$ cat config.mk
export PLATFORM = sky130hd
export DESIGN_NAME = lock_controller
export DESIGN_NICKNAME = d
export VERILOG_FILES = /design/src/rtl/lock_controller_pkg.sv /design/src/rtl/lock_timer.sv /design/src/rtl/lock_controller.sv
export SDC_FILE = /design/constraint.sdc
export NUM_CORES = 1
export LEC_CHECK = 0
export BUFFER_PORTS_ARGS = -buffer_cell sky130_fd_sc_hd__buf_2
export CORE_MARGIN = 2
export CORE_UTILIZATION = 40
export CTS_CLUSTER_DIAMETER = 200
export DETAILED_ROUTE_END_ITERATION = 8
export GPL_ROUTABILITY_DRIVEN = 0
export PLACE_DENSITY = 0.53
export SLEW_MARGIN = 30
export SYNTH_ARGS = -nofsm -noshare
export SYNTH_HDL_FRONTEND = slang
export SYNTH_SLANG_ARGS = --single-unit
$ cat constraint.sdc
create_clock -name clock -period 3.7 [get_ports clock]
set_input_delay 0.37 -clock clock [delete_from_list [all_inputs] [get_ports clock]]
set_output_delay 0.37 -clock clock [all_outputs]
set_load 0.01 [all_outputs]
$ cat src/rtl/lock_controller_pkg.sv
// lock_controller_pkg: state encoding and key-entry defaults shared with the key-entry block
package lock_controller_pkg;
  typedef enum logic [2:0] {
    IDLE     = 3'd0,
    ENTRY    = 3'd1,
    CHECK    = 3'd2,
    UNLOCKED = 3'd3,
    ERROR    = 3'd4,
    LOCKOUT  = 3'd5
  } state_e;
  localparam int DEF_KEY_WIDTH = 4;
  localparam int DEF_KEY_NUMBERS = 6;
  localparam int DEF_KEY_NUMBERS_STORE_WIDTH = 3;
endpackage

$ cat src/rtl/lock_timer.sv
// lock_timer: shared state timer, sync clear, expires on the last cycle of a per-state limit
module lock_timer #(
  parameter int W = 32
) (
  input  logic         clock_i,
  input  logic         reset_n_i,
  input  logic         clr_i,
  input  logic [W-1:0] limit_i,
  output logic         expired_o
);
  logic [W-1:0] cnt_q;
  always_ff @(posedge clock_i or negedge reset_n_i)
    if (!reset_n_i) cnt_q <= '0;
    else cnt_q <= clr_i ? '0 : cnt_q + 1'b1;
  assign expired_o = cnt_q == limit_i - 1'b1;
endmodule

$ cat src/rtl/lock_controller.sv
// lock_controller: password check FSM with attempt counting, lockout and auto-relock
module lock_controller
  import lock_controller_pkg::*;
#(
  parameter int KEY_WIDTH = DEF_KEY_WIDTH,
  parameter int KEY_NUMBERS = DEF_KEY_NUMBERS,
  parameter int KEY_NUMBERS_STORE_WIDTH = DEF_KEY_NUMBERS_STORE_WIDTH,
  parameter logic [KEY_WIDTH*KEY_NUMBERS-1:0] PASSWORD = 24'h123456,
  parameter int MAX_ATTEMPTS = 3,
  parameter int ATTEMPT_WIDTH = 2,
  parameter int ENTRY_TIMEOUTS = 5,
  parameter int TIMER_WIDTH = 32,
  parameter int UNLOCK_CYCLES = 250_000_000,
  parameter int ERROR_CYCLES = 50_000_000,
  parameter int LOCKOUT_CYCLES = 1_500_000_000
) (
  input  logic                               clock,
  input  logic                               reset_n,
  input  logic [KEY_WIDTH*KEY_NUMBERS-1:0]   keyValueStore,
  input  logic [KEY_NUMBERS_STORE_WIDTH-1:0] keyNumbersStore,
  input  logic                               timeValueFlag,
  input  logic                               relockRequest,
  output logic                               keyInputClear,
  output logic                               unlockState,
  output logic                               errorFlag,
  output logic                               lockoutState,
  output logic [ATTEMPT_WIDTH-1:0]           attemptCount,
  output logic [2:0]                         lockState
);
  localparam int KW = KEY_WIDTH * KEY_NUMBERS;
  localparam int TW = $clog2(ENTRY_TIMEOUTS + 1);
  state_e state_q, state_d;
  logic [KW-1:0] key_q, cap_q, cap_d;
  logic [KEY_NUMBERS_STORE_WIDTH-1:0] cnt_q;
  logic tflag_q, relock_q, clr_q, clr_d, expired;
  logic [ATTEMPT_WIDTH-1:0] att_q, att_d;
  logic [TW-1:0] to_q, to_d;
  logic [TIMER_WIDTH-1:0] limit;
  assign limit = state_q == UNLOCKED ? TIMER_WIDTH'(UNLOCK_CYCLES)
               : state_q == ERROR    ? TIMER_WIDTH'(ERROR_CYCLES)
               :                       TIMER_WIDTH'(LOCKOUT_CYCLES);
  lock_timer #(.W(TIMER_WIDTH)) u_timer (
    .clock_i   (clock),
    .reset_n_i (reset_n),
    .clr_i     (state_d != state_q),
    .limit_i   (limit),
    .expired_o (expired)
  );
  always_comb begin
    state_d = state_q;
    att_d = att_q;
    to_d = to_q;
    cap_d = cap_q;
    clr_d = 1'b0;
    case (state_q)
      IDLE: begin
        to_d = '0;
        if (cnt_q != '0) state_d = ENTRY;
      end
      ENTRY: begin
        if (cnt_q == KEY_NUMBERS_STORE_WIDTH'(KEY_NUMBERS)) begin
          state_d = CHECK;
          cap_d = key_q;
        end else if (cnt_q == '0) begin
          state_d = IDLE;
        end else if (tflag_q) begin
          to_d = to_q + 1'b1;
          if (to_d == TW'(ENTRY_TIMEOUTS)) begin
            state_d = IDLE;
            clr_d = 1'b1;
          end
        end
      end
      CHECK: begin
        clr_d = 1'b1;
        if (cap_q == PASSWORD) begin
          state_d = UNLOCKED;
          att_d = '0;
        end else begin
          att_d = att_q == ATTEMPT_WIDTH'(MAX_ATTEMPTS) ? att_q : att_q + 1'b1;
          state_d = att_d == ATTEMPT_WIDTH'(MAX_ATTEMPTS) ? LOCKOUT : ERROR;
        end
      end
      UNLOCKED: begin
        if (relock_q || expired) begin
          state_d = IDLE;
          clr_d = 1'b1;
        end
      end
      ERROR: state_d = expired ? IDLE : ERROR;
      LOCKOUT: begin
        if (expired) begin
          state_d = IDLE;
          att_d = '0;
        end else begin
          // keys typed during lockout are discarded; spacing keeps the edge-triggered consumer happy
          clr_d = cnt_q != '0 && !clr_q;
        end
      end
      default: state_d = IDLE;
    endcase
  end
  always_ff @(posedge clock or negedge reset_n) begin
    if (!reset_n) begin
      state_q <= IDLE;
      key_q <= '0;
      cnt_q <= '0;
      tflag_q <= 1'b0;
      relock_q <= 1'b0;
      cap_q <= '0;
      att_q <= '0;
      to_q <= '0;
      clr_q <= 1'b0;
    end else begin
      state_q <= state_d;
      key_q <= keyValueStore;
      cnt_q <= keyNumbersStore;
      tflag_q <= timeValueFlag;
      relock_q <= relockRequest;
      cap_q <= cap_d;
      att_q <= att_d;
      to_q <= to_d;
      clr_q <= clr_d;
    end
  end
  assign keyInputClear = clr_q;
  assign unlockState = state_q == UNLOCKED;
  assign errorFlag = state_q == ERROR;
  assign lockoutState = state_q == LOCKOUT;
  assign attemptCount = att_q;
  assign lockState = state_q;
endmodule

Word level (Yosys, flattened, before mapping):

Index checks and enable logic that the tools add are counted.

* eq/ne operators: 16
* reduce and logical (&&, ||, !) cells: 11
* div/mod/pow operators: 0
* order comparisons: 0
* $mul: 0
* $add $sub $neg: 4
* bitwise operators: 0
* shift-type cells: 0
* mux-type cells: 29

Operators by type and width (number)
* 2-to-1 mux 31 bit: 2
* 2-to-1 mux 3 bit: 12
* adder 32 x 1 -> 32 bit (second input constant): 1
* equality test 32 bit: 1
* 2-to-1 mux 32 bit: 1
* subtractor 31 x 1 -> 32 bit (second input constant): 1
* equality test 24 x 21 -> 1 bit (second input constant): 1
* one-hot mux 3 bit (6 select lines): 1
* equality test 3 bit (second input constant): 4
* 2-to-1 mux 1 bit: 7
* equality test 3 x 2 -> 1 bit (second input constant): 2
* zero test 3 bit: 2
* 2-to-1 mux 2 bit: 3
* inequality test 2 bit (second input constant): 3
* one-hot mux 3 bit (2 select lines): 1
* equality test 2 bit (second input constant): 2
* one-hot mux 1 bit (4 select lines): 1
* one-hot mux 2 bit (2 select lines): 1
* AND reduction 2 bit: 2
* AND reduction 4 bit: 1
* nonzero test 2 bit: 2
* adder 3 x 1 -> 3 bit (second input constant): 1
* equality test 3 x 1 -> 1 bit (second input constant): 1
* inequality test 3 bit: 1
* other kinds (6): 6

* flip-flop bits (word level): 94
* memories kept: 0
* latch bits: 0
* bits in writable memories: 0
* ROM bits: 0

Depth between registers and ports, before layout:

* word-level depth: 10
* mapped depth: 10
* gate-level depth less buffers: 7

Hierarchy:

From an unflattened synthesis, not the netlist that was laid out.

* cells, all modules: 478
* area total of the unflattened synthesis: 4984.8 um2

Modules (own cells, without submodules)
* lock_timer: instances 1, area each 2616.3 um2, cells an instance 311
* lock_controller: instances 1, area each 2368.5 um2, cells an instance 167

Worst setup path after synthesis:

OpenSTA, ideal clock, no wires.

* path type: register to register
* start: register state_q[2] (netlist: lockState[2])
* end: register u_timer.cnt_q[12]
* stages on the path, launching flop included: 10
* period minus slack after synthesis: 2.492 ns
* slack: 1.208 ns
* path buffers: 3
* arrival time: 2.354 ns
* cells stage by stage: dfrtp_1 buf_4 or3b_1 buf_4 mux2i_1 or3_1 a21o_4 a221oi_4 buf_6 nor4_1

* word-level cells in the longest chain between the ends: 10

RTL lines
* start: declaration: RTL line lock_controller.sv:32 `state_e state_q, state_d;`
* start signal: assignment: RTL line lock_controller.sv:115 `state_q <= state_d;`
* equality test 3 bit: RTL line lock_controller.sv:40, lock_controller.sv:55
* 2-to-1 mux 31 bit: RTL line lock_controller.sv:40 `: state_q == ERROR ? TIMER_WIDTH'(ERROR_CYCLES)`
* 2-to-1 mux 31 bit: RTL line lock_controller.sv:39 `assign limit = state_q == UNLOCKED ? TIMER_WIDTH'(UNLOCK_CYCLES)`
* subtractor 31 x 1 -> 32 bit: RTL line lock_timer.sv:15 `assign expired_o = cnt_q == limit_i - 1'b1;`
* equality test 32 bit: RTL line lock_timer.sv:15
* logical OR 1 bit: RTL line lock_controller.sv:85 `if (relock_q || expired) begin`
* 2-to-1 mux 3 bit: RTL line lock_controller.sv:85
* one-hot mux 3 bit (6 select lines): RTL line lock_controller.sv:55 `case (state_q)`
* inequality test 3 bit (*): RTL line lock_controller.sv:45 `.clr_i (state_d != state_q),`
* 2-to-1 mux 32 bit (*): RTL line lock_timer.sv:14 `else cnt_q <= clr_i ? '0 : cnt_q + 1'b1;`
* end signal: assignment: RTL line lock_timer.sv:14
* end: declaration: RTL line lock_timer.sv:11 `logic [W-1:0] cnt_q;`

Mark *: on every way between the ends. The rest lies on a longest branch, timed or not.
A chain may end at the register's enable or synchronous reset.

Worst setup path in the final report:

* start: register state_q[0] (netlist: lockState[0])
* end: register u_timer.cnt_q[20]

The elaborated chain is that of the path after synthesis.

==> metrics.txt <==
clock power share=about a quarter; max-slew violation count=0; Pre-antenna DRT Iters=4; via count=2,813; core area=0.01037 mm²; post-synthesis async set-or-reset flop share=100.0%; CP max FO=32; top cell type's share of synthesized area=54.64%; Worst VDD drop=between 0.3 and 0.4 mV; residual DRC count=0; Hold Crit Class=in -> async; first-pass GRT wire length=between 10,000 and 15,000 µm; post-synthesis sequential area ratio=between 50% and 60%; # clock sinks=94; Total GRT Usage=about 16%; Max Buffers Root-to-Sink=2; antenna violations before repair=0; placed insts=517; internal power=about 1.8 mW; combinational power share=about 26%; final setup violation count=0; register share of total power=49.2%; Crit Path Class=reg -> reg; Worst Tran Pin Value=801.6 ps; Row Count=37; crit share post-route=78.54%; Hold Buf Count CTS=0; CP arrival=3140 ps; DRT iter0 DRCs=118; cell area after layout=0.004792 mm²; Placed Area=0.004591 mm²; Synth Flop Type=dfrtp_1; Commonest cells post-synth=dfrtp_1 (94), mux2_2 (25), nand3_1 (20); die area=0.01161 mm²; Setup Buffers After CTS=0; Critical Path RT=3930 ps; Root Buffer=clkbuf_8; min cycle time layout=2906 ps; H-tree depth=3; top cells by area, synth=dfrtp_1 (55%), mux2_2 (6.5%), xor2_1 (3.7%), xnor2_1 (2.8%), nor3_2 (2.6%); Final HPWL DP=5814 µm; die width=107.7 µm; leading area contributor after synthesis=dfrtp_1; CTS tree=built; maximum capacitance violations=0; remaining antenna violation count after routing=0; Fill cells=993; netlist area before placement=0.004305 mm²; clock transition at the registers of the reported paths=approximately 110 ps; vias in the first global route=2,846; # diodes=0; mean post-synth cell area=approximately 12 µm²; syn nets=389; NetSw=0.9548 mW; Via density=5.278; switch share=a little over a third; Slew headroom=46.56%; largest net degree at the start of global routing=65; yosys warns=0; status=complete, no violations; number of gates resized after CTS=0; layout cell share with drive strength beyond 1=28.21%; R2R setup slack=approximately 800 ps; chip height=107.7 µm; post-synth cell types=55; Post-synth EDFFs=0; Hold Vio Cnt, Final=0; clk_skew=15.91 ps; RSZ-0062 raised after global routing=false; port bufs=39; fin util=46.21%; Overall Power=roughly 2.7 mW; P&R area growth vs syn=11.30%; Setup TNS=0 ps; Clk Latency, worst-skew pair=380 ps; grt ovf=0; starting density of the core=41.52%; crit start category=register; drt wl/cell=~16 µm; Pleak=about 2.1 nW; Post-Layout Cell Count=533; #FFs+latches synth=94; Power Density=570.9 mW/mm²; nets=426; most numerous cell in the Yosys netlist=dfrtp_1; Crit. End Element=register; total CTS buffers=9; wirelength, routed=8471 µm; fmax=0.3441 GHz; num ports=40; Post-Synthesis Cells=approximately 360
cell type report:
type,count,area (µm²),area share [%]
repair buffers,46,250.2,5.222
clock buffers,9,123.9,2.585
multi-input cells,233,1788,37.31
inverters,8,30.03,0.6266
clock inverters,7,77.57,1.619
flip-flops and latches,94,2352,49.09
well taps,136,170.2,3.551
per-layer routing:
layer  GRT usage [%]  part of all wire, %  up-vias
met5               0                    0        -
met4           5.037                  1.5        0
met3           5.085                  4.1       11
met2           24.12                   46       52
met1           22.76                   49     1381
li1                -                    -     1369
power groups by stage:
stage	Combinational, mW	Sequential, mW	Clock (mW)
floorplan	0.598	1.33	0
global placement	0.700	1.36	0
detailed placement	0.710	1.37	0
CTS	0.712	1.35	0.712
global route	0.786	1.38	0.763
finish	0.703	1.35	0.686
metrics by stage:
stage	hold slack (ps)	setup slack, ps
final	68.67	794.1
after global routing	50.59	617.2
after CTS	68.68	793.3
after detailed placement	462.1	833.4
after global placement	458.4	911.5
after floorplan	74.41	1208
kinds of logic after synthesis:
group | count (synthesis) | share of synthesized area, %
simple gates | 136 | 20.69
flops | 94 | 54.64
compound gates | 35 | 6.306
xor+xnor | 32 | 6.510
buf+inv | 28 | 3.982
mux | 27 | 7.004
fa+ha+maj | 3 | 0.8719
final timing paths:
check | to | cells past startpoint | start
max | u_timer.cnt_q[20]$_DFF_PN0_ | 7 | lockState[0]$_DFF_PN0_
min | u_timer.cnt_q[6]$_DFF_PN0_ | 1 | reset_n
max in group asynchronous | key_q[20]$_DFF_PN0_ | 2 | reset_n
min in group clock | key_q[9]$_DFF_PN0_ | 1 | keyValueStore[9]
min reg2reg | cap_q[23]$_DFFE_PN0P_ | 1 | key_q[23]$_DFF_PN0_
max reg2reg | u_timer.cnt_q[20]$_DFF_PN0_ | 7 | lockState[0]$_DFF_PN0_
sequential cells by signal, indices dropped and copies added (netlist names):
register,count
attemptCount,2
cap_q,24
cnt_q,3
keyInputClear,1
key_q,24
lockState,3
relock_q,1
tflag_q,1
to_q,3
u_timer.cnt_q,32
worst max-delay path, stage by stage (launching register included):
cell and delay (ps):
dfrtp_1 550, or3b_1 560, mux2i_1 180, or3_1 410, a21o_4 240, a221oi_4 280, buf_4 420, nor4_1 120
cells in the final DEF (no fill, tap or decap), types with 10 or more instances in the layout:
cell / count
nor3_2: 10
nor3_1: 10
xor2_1: 18
nor4_1: 14
nand2_1: 15
and3_1: 10
nand3_1: 20
nor2_1: 13
mux2_2: 25
buf_2: 38
dfrtp_1: 94
xnor2_1: 14
Power figures use the tool's default switching activity.
